### src/rtl/mandel_pixel_scheduler_pkg.sv
// Shared types and constants for the Mandelbrot pixel scheduler.
// Coordinates are signed 4.23 fixed point. Iteration counts are 11 bits wide.
package mandel_pixel_scheduler_pkg;

  localparam int FRAC_BITS = 23;
  localparam int COORD_W   = 27;
  localparam int CNT_W     = 11;

  typedef logic signed [COORD_W-1:0] coord_t;
  typedef logic        [CNT_W-1:0]   count_t;

  // RGB 3-3-2 palette, ordered from deepest (in set) to fastest escape
  localparam logic [7:0] COLOR_IN_SET = 8'h00;
  localparam logic [7:0] COLOR_GE64   = 8'hE0;
  localparam logic [7:0] COLOR_GE16   = 8'hFC;
  localparam logic [7:0] COLOR_GE8    = 8'h1C;
  localparam logic [7:0] COLOR_GE4    = 8'h1F;
  localparam logic [7:0] COLOR_GE2    = 8'h03;
  localparam logic [7:0] COLOR_LOW    = 8'h01;

  typedef enum logic [1:0] {
    S_IDLE,
    S_LOAD,
    S_WAIT,
    S_WRITE
  } state_t;

endpackage

### src/rtl/mandel_pixel_scheduler_color_map.sv
// Combinational escape-count to RGB 3-3-2 colour lookup.
// The scheduler registers the result.
module mandel_color_map
  import mandel_pixel_scheduler_pkg::*;
#(
  parameter count_t MAX_ITER = 11'd100
) (
  input  count_t      count,
  output logic [7:0]  color
);

  always_comb begin
    color = COLOR_LOW;
    if (count >= MAX_ITER)            color = COLOR_IN_SET;
    else if (count >= count_t'(64))   color = COLOR_GE64;
    else if (count >= count_t'(16))   color = COLOR_GE16;
    else if (count >= count_t'(8))    color = COLOR_GE8;
    else if (count >= count_t'(4))    color = COLOR_GE4;
    else if (count >= count_t'(2))    color = COLOR_GE2;
  end

endmodule

### src/rtl/mandel_pixel_scheduler.sv
// Raster-order pixel scheduler: steps (cr, ci) across the frame, runs the
// iterator once per pixel and writes the resulting colour to the frame buffer.
module mandel_pixel_scheduler
  import mandel_pixel_scheduler_pkg::*;
#(
  parameter int     H_RES    = 640,
  parameter int     V_RES    = 480,
  parameter int     ADDR_W   = 19,
  parameter count_t MAX_ITER = 11'd100
) (
  input  logic              clk,
  input  logic              reset,
  input  logic              start,
  input  coord_t            x_start,
  input  coord_t            y_start,
  input  coord_t            dx,
  input  coord_t            dy,
  output coord_t            cr,
  output coord_t            ci,
  output logic              iter_reset,
  input  count_t            iter_counter,
  input  logic              iter_done,
  output logic [ADDR_W-1:0] pix_addr,
  output logic [7:0]        pix_color,
  output logic              pix_we,
  input  logic              pix_ready,
  output logic              busy,
  output logic              frame_done
);

  localparam int COL_W = (H_RES > 1) ? $clog2(H_RES) : 1;
  localparam int ROW_W = (V_RES > 1) ? $clog2(V_RES) : 1;

  state_t           state;
  logic [COL_W-1:0] col;
  logic [ROW_W-1:0] row;
  coord_t           x_start_q;
  coord_t           dx_q;
  coord_t           dy_q;
  logic [7:0]       map_color;
  logic             col_last;
  logic             row_last;

  mandel_color_map #(
    .MAX_ITER (MAX_ITER)
  ) u_color_map (
    .count (iter_counter),
    .color (map_color)
  );

  assign col_last = (col == COL_W'(H_RES - 1));
  assign row_last = (row == ROW_W'(V_RES - 1));

  // cr/ci move only on a start or a completed write, so the iterator sees
  // constant coordinates for the whole LOAD/WAIT span of a pixel.
  always_ff @(posedge clk) begin
    if (reset) begin
      state      <= S_IDLE;
      col        <= '0;
      row        <= '0;
      x_start_q  <= '0;
      dx_q       <= '0;
      dy_q       <= '0;
      cr         <= '0;
      ci         <= '0;
      iter_reset <= 1'b1;
      pix_addr   <= '0;
      pix_color  <= '0;
      pix_we     <= 1'b0;
      busy       <= 1'b0;
      frame_done <= 1'b0;
    end else begin
      frame_done <= 1'b0;
      unique case (state)
        S_IDLE: begin
          iter_reset <= 1'b1;
          if (start) begin
            x_start_q <= x_start;
            dx_q      <= dx;
            dy_q      <= dy;
            cr        <= x_start;
            ci        <= y_start;
            col       <= '0;
            row       <= '0;
            pix_addr  <= '0;
            busy      <= 1'b1;
            state     <= S_LOAD;
          end
        end

        S_LOAD: begin
          iter_reset <= 1'b0;
          state      <= S_WAIT;
        end

        S_WAIT: begin
          if (iter_done) begin
            pix_color <= map_color;
            pix_we    <= 1'b1;
            state     <= S_WRITE;
          end
        end

        S_WRITE: begin
          if (pix_ready) begin
            pix_we     <= 1'b0;
            pix_addr   <= pix_addr + ADDR_W'(1);
            iter_reset <= 1'b1;
            if (col_last && row_last) begin
              frame_done <= 1'b1;
              busy       <= 1'b0;
              state      <= S_IDLE;
            end else if (col_last) begin
              col   <= '0;
              row   <= row + ROW_W'(1);
              cr    <= x_start_q;
              ci    <= ci - dy_q;
              state <= S_LOAD;
            end else begin
              col   <= col + COL_W'(1);
              cr    <= cr + dx_q;
              state <= S_LOAD;
            end
          end
        end

        default: state <= S_IDLE;
      endcase
    end
  end

endmodule

### config.mk
export PLATFORM = sky130hd
export DESIGN_NAME = mandel_pixel_scheduler
export DESIGN_NICKNAME = d
export VERILOG_FILES = /design/src/rtl/mandel_pixel_scheduler_pkg.sv /design/src/rtl/mandel_pixel_scheduler_color_map.sv /design/src/rtl/mandel_pixel_scheduler.sv
export SDC_FILE = /design/constraint.sdc
export NUM_CORES = 1
export LEC_CHECK = 0
export CAP_MARGIN = 20
export CORE_MARGIN = 1.5
export CORE_UTILIZATION = 30
export CTS_BUF_LIST = sky130_fd_sc_hd__clkbuf_8 sky130_fd_sc_hd__clkbuf_16
export DETAILED_ROUTE_END_ITERATION = 10
export DONT_BUFFER_PORTS = 1
export SYNTH_ARGS = -nofsm -noshare
export SYNTH_HDL_FRONTEND = slang
export SYNTH_SLANG_ARGS = --single-unit
### constraint.sdc
create_clock -name clk -period 3.25 [get_ports clk]
set_input_delay 0.65 -clock clk [delete_from_list [all_inputs] [get_ports clk]]
set_output_delay 0.65 -clock clk [all_outputs]
set_load 0.02 [all_outputs]
---- Word level (Yosys, flattened, before mapping) ----
Index checks and enable logic that the tools add are counted.
operators by class
  add/sub/neg operators ................... 5
  $lt $le $gt $ge ......................... 6
  eq/ne operators ......................... 11
  mux-type cells .......................... 44
  bitwise logic cells ..................... 2
  reductions and logical operators ........ 15
operator list
  kind                   count
  $mux 27                8
  $pmux 27 s2            2
  $mux 10                4
  $mux 8                 5
  $mux 19                2
  $pmux 19 s2            1
  $mux 9                 4
  $add 27x27->27         1
  $sub 27x27->27         1
  $ge 11x7->1 const B    2
  $pmux 10 s2            1
  $add 19x1->19 const B  1
  $pmux 9 s2             1
  $ne 2x2->1 const B     6
  $ge 11x2->1 const B    1
  $ge 11x3->1 const B    1
  $ge 11x4->1 const B    1
  $ge 11x5->1 const B    1
  $add 10x1->10 const B  1
  $eq 10x10->1 const B   1
  $add 9x1->9 const B    1
  $eq 9x9->1 const B     1
  $reduce_and 3->1       3
  $mux 1                 8
  other kinds (15)       25
word-level totals
  register bits ........................... 187
  input bits .............................. 124
  output and inout port bits .............. 85
  word-level logic and storage cells ...... 97

---- Logic depth before layout (Yosys ltp) ----
Gate-level depths: netlist (run 1).
  depth in word-level cells ............... 7
  gate-level depth with buffers ........... 12
  gate-level depth less buffers ........... 12

---- Modules after synthesis ----
From an unflattened synthesis (run 1), not the netlist that was laid out.
unflattened totals
  cell total of the unflattened synthesis .. 1,395
  area, all modules ....................... 10,573.9 um^2
modules (own cells, without submodules)
  module                  times used  cells an instance  area each (um^2)  seq. area each (um^2)
  mandel_pixel_scheduler  1           1,382              10,476.3          3,743.6
  mandel_color_map        1           13                 97.6              0.0

---- Worst setup path before layout (run 1) ----
OpenSTA, ideal clock, no wires.
  kind .................................... flip-flop to flip-flop
  start point ............................. reg ci[0]
  end point ............................... reg ci[26]
  library setup time ...................... 0.123 ns
  arrival time ............................ 2.639 ns
  required time ........................... 3.127 ns
  path slack .............................. 0.488 ns
  stages on the path, launching flop included .. 13
  path buffers ............................ 0
  clock period less this slack ............ 2.762 ns
  cells stage by stage .................... dfxtp_1 > inv_1 > ha_1 > inv_1 > fa_1 > a211oi_1 > o21ai_0 > o2111ai_1 > a21o_1 > nand3b_1 > a221oi_1 > mux2i_1 > a21oi_1
between the ends
  longest elaborated chain between the ends .. 5
ends and longest elaborated chain
  item                      line                           source
  start: declaration        mandel_pixel_scheduler.sv:19   output coord_t ci,
  start signal: assignment  mandel_pixel_scheduler.sv:82   ci <= y_start;
  start signal: assignment  mandel_pixel_scheduler.sv:117  ci <= ci - dy_q;
  $sub 27x27->27            mandel_pixel_scheduler.sv:117
  $mux 27                   mandel_pixel_scheduler.sv:113  end else if (col_last) begin
  $mux 27                   mandel_pixel_scheduler.sv:109  if (col_last && row_last) begin
  $mux 27                   mandel_pixel_scheduler.sv:105  if (pix_ready) begin
  $pmux 27 s2               mandel_pixel_scheduler.sv:74   unique case (state)
Every way passes these cells. The select of a mux whose other input is x is not followed.
A chain may end at the register's enable or synchronous reset.

---- Worst setup path after layout (run 1) ----
Same ends and word-level chain as after synthesis.

==> metrics.txt, run 1 <==
status=finished, final reports clean; drt first-iter violations=between 600 and 700; Port-buffer cells=0; pin count of the biggest net entering global routing=around 130; Worst slew margin=38.44%; die footprint=around 0.036 sq mm; Final min period=3144 ps; starting density of the core=between 30 and 40%; dpl hpwl=between 20000 and 25000 um; Tot GR Track Use=about 17%; P&R area growth vs syn=10.62%; Ys Warns=0; WP data required=about 3600 ps; clock share of power=20.7%; DR pass1 iterations=5; H-tree levels=4; WL/cell=roughly 17 um; share of power burned in registers=approximately 31%; clk sinks=~180; RSZ-0062 raised after global routing=false; first-pass GRT wire length=48870 um; total power divided by cell area=~930 mW/mm^2; initial antenna violation count=1; grt met2 use=27.30%; DRC=0; Max Cap Viol=0; Post-DRT Antenna Nets=0; number of global-route vias before repair=just under 9000; Crit path max-delay family=compound AO/OA/AOI/OAI gates; I/O pin cnt=around 210; Max Transition Viols Final=0; CP endpoint kind=register; Tcrit/Tclk final=96.73%; via count=between 9000 and 10000; CP Buf/Inv Count=2; switching fraction of total power=between 40 and 50%; crit-path max FO=4; Util after Layout=around a third; layout net count=around 1500; endpoints failing setup=0; DRT Wirelength=~31000 um; top-area cell type share of the netlist area=35.17%; Final Skew=~14 ps; busiest grt layer=met2; GR Overflow Total=0; Root Driver=clkbuf_16; clk_lat worst skew=460 ps; Distinct cells, synth=75; # rows=slightly below 70; commonest cells after routing, fill and taps aside=nand2_1, dfxtp_1, a21oi_1; pre-CTS setup slack=a little under 100 ps; Worst VDD drop=~0.38 mV; crit path max-delay cell type=a221oi_1; Netlist Area Pre-Place=between 0.01 and 0.015 sq mm; final hold viol count=0; fmax=between 300 and 400 MHz; leakage=roughly 4.3 nW; leading area contributor after synthesis=dfxtp_1; Worst setup SP type=register; # hold bufs at CTS=0; Syn Nets=about 1500; vias per cell=5.287; Syn Inst Count=1354; Area contributors post-synth=dfxtp_1, nand2_1, a21oi_1, ha_1, nor2_1; crit path DAT=approximately 3500 ps; crit path cell chain=inv_1 -> ha_1 -> inv_1 -> fa_1 -> a211oi_2 -> o21ai_0 -> o2111ai_1 -> a21o_1 -> nand3b_1 -> a221oi_1 -> mux2i_1 -> a21oi_1; clk buf depth=2; most used cell, CP=inv_1; syn avg cell area=around 7.7 sq um; GP Congestion=between 0.8 and 0.9; Setup TNS=0 ps; worst min path class=primary input to register; EDFF count, synth=0; share of cells above drive strength 1=6.791%; die width=~190 um; CORE AREA=between 0.03 and 0.04 sq mm; Pwr Total=roughly 0.011 W; combinational fraction of design power=between 40 and 50%; Worst Setup Slack, final=about 110 ps; grt met1 use=23.28%; die height=between 150 and 200 um; ys flop type=dfxtp_1; Int Pwr=about 0.006 W; Worst path max stage delay=460 ps; CTS Buf Count=17; synthesis-stage register bit count=about 180; CTS tree=yes; NetSw=slightly below 0.005 W; Worst-Margin Slew=approximately 920 ps; GRT met3 Usage=approximately 3.2%; register clock-pin slew on the reported worst setup and hold paths=80 ps; sequential fraction of the synthesis area=between 30% and 40%; Setup CP Type=register to register; commonest non-fill, non-tap cell in the layout=nand2_1; Synth async-reset ratio=0%
==> cell families after synthesis <==
group	Yosys count	share of synthesized area, %
AND/OR/NAND/NOR	507	21.74
AO/OA/AOI/OAI	396	23.58
flip-flops	183	35.17
buffers and inverters	125	4.912
XOR/XNOR	68	5.717
adder cells (fa/ha/maj)	63	7.711
multiplexers	12	1.177
==> synth_stat cells (11+ instances only) <==
| master | instances |
|---|---|
| nor2_1 | 105 |
| a21o_1 | 17 |
| o21ai_0 | 69 |
| dfxtp_1 | 183 |
| or3_1 | 20 |
| a21oi_1 | 173 |
| xor2_1 | 38 |
| clkbuf_1 | 58 |
| a211oi_1 | 17 |
| nand3_1 | 24 |
| and3_1 | 11 |
| nand4_1 | 16 |
| o211ai_1 | 23 |
| nand2_1 | 267 |
| nor3_1 | 16 |
| inv_1 | 47 |
| ha_1 | 61 |
| a22oi_1 | 19 |
| xnor2_1 | 30 |
==> worst paths after layout <==
kind / cells after the start / to / start / slack (ps)
hold reg to reg: 2 / dy_q[25] / dy_q[25] / 460
setup / recovery: 12 / ci[26] / ci[0] / 110
hold / removal: 1 / pix_color[0] / reset / 280
setup reg to reg: 12 / ci[26] / ci[0] / 110
==> worst reg2reg max path: cells and delay by family (launching register included) <==
kind,cells,cell delay [ps]
DFF,1,320
adders and majority gates,2,600
muxes,1,240
and+or+nand+nor,1,100
buffers and inverters,2,110
AOI/OAI and AO/OA,6,1680
==> state kept, by name, summed over array words and instances (netlist names), 2 cells and up <==
register	count
pix_color	4
pix_addr	19
state	2
row	9
x_start_q	27
cr	27
dx_q	27
ci	27
dy_q	27
col	10
==> timing repair <==
action / 4_1_cts / 5_1_grt
setup buffers: 0 / 0
setup endpoints to repair: 0 / 2
gates resized for setup: 0 / 2
==> power by group through the flow <==
stage	Combinational, W	Sequential [W]	Clock (W)
2_1_floorplan	0.00376	0.00331	0
3_3_place_gp	0.00499	0.00338	0
3_5_place_dp	0.00506	0.00339	0
4_1_cts	0.00509	0.00334	0.00227
5_1_grt	0.00569	0.00339	0.00236
6_report	0.00512	0.00333	0.00221
==> metal layers <==
metal / share of wire [%] / routed length [um]
met5: 0 / 0
met2: 45 / 14010
met4: 2.8 / 893
met3: 6.1 / 1924
met1: 46 / 14580
==> final cells by class <==
type / count / area [sq um]
clock inverter: 12 / 140.1
fill: 3662 / 22850
sequential: 183 / 3664
inverter: 48 / 181.4
timing repair buffer: 32 / 252.7
multi-input combinational: 1046 / 6261
clock buffer: 19 / 452.9
antenna: 1 / 2.502
tap: 455 / 569.3
==> per-stage QoR <==
step	std cells	hold slack, ps	instance area [sq um]
after floorplan	1354	431.9	10420
after global placement	1764	435.7	10920
after detailed placement	1764	444.3	10920
after CTS	1795	247.2	11510
after global routing	1796	256.6	11520
final	1796	279.4	11520
No activity file was read; power rests on OpenSTA's default activity.
==> inputs of run 2 (changes only) <==
- CTS_CLUSTER_DIAMETER: not set -> 60
- CTS_CLUSTER_SIZE: not set -> 25
==> results of run 2 <==
Same layout as run 1: the final DEF is identical, and so are final timing and power.
==> inputs of run 3 (changes only) <==
- CELL_PAD_IN_SITES_DETAIL_PLACEMENT: not set -> 1
- CELL_PAD_IN_SITES_GLOBAL_PLACEMENT: not set -> 2
- PLACE_DENSITY_LB_ADDON: not set -> 0.1
- SLEW_MARGIN: not set -> 40
- clock period: 3.25 -> 4 ns (I/O delays scaled with it)
==> metrics.txt, run 3 (synthesis gave the netlist of run 1 again) <==
GR Overflow Total=0 (unchanged); WP data required=4330 ps (was 3590 ps); pin count of the biggest net entering global routing=132 (unchanged); Hold Path Sink=pix_addr[1] (was pix_color[0]); DRT met1 WL=16780 um (was 14580 um); Post-DRT Antenna Nets=0 (unchanged); RSZ-0062 raised after global routing=false (unchanged); vias per cell=5.221 (was 5.287); # rows=68 (unchanged); Setup CP Type=register to register (unchanged); DRC=0 (unchanged); CORE AREA=0.03437 sq mm (unchanged); Worst-Margin Slew=656.3 ps (was 923.4 ps); dpl hpwl=25010 um (was 22390 um); WL/cell=19.55 um (was 17.49 um); CTS tree=yes (unchanged); endpoints failing setup=0 (unchanged); Tot GR Track Use=19.60% (was 17.41%); P&R area growth vs syn=9.428% (was 10.62%); I/O pin cnt=209 (unchanged); die height=189.3 um (unchanged); Port-buffer cells=0 (unchanged); total power divided by cell area=756.7 mW/mm^2 (was 925.4 mW/mm^2); Worst VDD drop=0.3965 mV (was 0.3820 mV); H-tree levels=4 (unchanged); hold wc startpoint=reset (unchanged); worst min path class=primary input to register (unchanged); Min Hold Slack=418.4 ps (was 279.4 ps); Tcrit/Tclk final=83.07% (was 96.73%); clk buf depth=2 (unchanged); GP Congestion=0.8329 (was 0.8576); CP endpoint kind=register (unchanged); cts repair resizes=0 (unchanged); DR pass1 iterations=6 (was 5); CTS Buf Count=17 (unchanged); die width=189.3 um (unchanged); Ant. Diodes=0 (was 1); Root Driver=clkbuf_16 (unchanged); drt first-iter violations=350 (was 697); layout net count=1497 (was 1515); crit-path max FO=4 (unchanged); share of cells above drive strength 1=5.442% (was 6.791%); via count=9283 (was 9496); final hold viol count=0 (unchanged); commonest non-fill, non-tap cell in the layout=nand2_1 (unchanged); crit path DAT=3650 ps (was 3480 ps); number of buffers added for setup after CTS=0 (unchanged); Final Skew=9.039 ps (was 13.57 ps); leakage=4.206 nW (was 4.294 nW); fmax=301.0 MHz (was 318.1 MHz); WHS Path Cells=1 (unchanged); die footprint=0.03585 sq mm (unchanged); Final min period=3323 ps (was 3144 ps); Worst slew margin=56.20% (was 38.44%); top sig layer=met4 (unchanged); worst r2r path cells=12 (unchanged); routed wl met2=15580 um (was 14010 um); r2r endpoint=ci[26] (unchanged); Pwr Total=0.008626 W (was 0.01066 W); status=finished, final reports clean (unchanged); Max Transition Viols Final=0 (unchanged); number of global-route vias before repair=9513 (was 8811); # hold bufs at CTS=0 (unchanged); Setup TNS=0 ps (unchanged); DRT Wirelength=34770 um (was 31410 um); clk_lat worst skew=440 ps (was 460 ps); FILL cells=4177 (was 3662); first-pass GRT wire length=54690 um (was 48870 um); Max Cap Viol=0 (unchanged); clk sinks=183 (unchanged); RR Startpoint=ci[0] (unchanged); register clock-pin slew on the reported worst setup and hold paths=70 ps (was 80 ps); setup slack, reg-to-reg=680 ps (was 110 ps); starting density of the core=30.31% (unchanged); initial antenna violation count=0 (was 1); Worst setup SP type=register (unchanged); commonest cells after routing, fill and taps aside=nand2_1, dfxtp_1, a21oi_1 (unchanged); met3 wire len=1996 um (was 1924 um)
==> run 3: changes by cell type in the layout (fill, tap and decap cells not counted), sizes merged <==
cell	before	now
buf	32	14
bufinv	2	3
clkinv	3	4
clkinvlp	2	4
diode	1	0
inv	53	50
==> run 3: stage by stage <==
step	std cells	setup WS, ps	instance area (sq um)	util, %
floorplan	1354	1238	10420	-
global placement	1746	693.6	10780	31.35
detailed placement	1746	712.8	10790	31.38
CTS	1778	663.6	11400	33.15
global route	1778	394.0	11400	33.16
finish	1778	677.2	11400	33.16
==> run 3: worst max path at each step <==
stage	startpoint	endpoint	depth (start not counted)
floorplan	ci[0]	ci[26]	12
global placement	ci[0]	ci[26]	12
detailed placement	ci[0]	ci[26]	12
CTS	cr[0]	cr[26]	12
global route	ci[0]	ci[26]	12
finish	ci[0]	ci[26]	12
==> run 3: layout make-up <==
| type | count | area (sq um) | area share (%) |
|---|---|---|---|
| Clock inverter | 13 | 155.1 | 1.361 |
| Timing Repair Buffer | 14 | 108.9 | 0.9549 |
| Multi-Input combinational cell | 1046 | 6269 | 54.99 |
| Clock buffer | 19 | 452.9 | 3.973 |
| Inverter | 48 | 181.4 | 1.591 |
| Tap cell | 455 | 569.3 | 4.994 |
| Sequential cell | 183 | 3664 | 32.14 |
==> run 3: power by group <==
part           internal [W]  switching (W)
logic               0.00149        0.00253
clock network       0.00101       0.000784
registers           0.00220       0.000607
==> run 3: per-layer routing <==
layer,global-route usage [%],vias to the layer above
met5,0,-
met1,26.14,4434
met4,4.212,0
met3,5.561,19
li1,-,4664
met2,31.36,166
==> run 3: critical path, cell delays in order, from the launching register on <==
cell	delay, ps
dfxtp_1	420
inv_1	100
ha_1	180
inv_1	60
fa_1	420
a211oi_1	360
o21ai_0	280
o2111ai_1	380
a21o_1	230
nand3b_1	120
a221oi_1	370
mux2i_1	220
a21oi_1	70
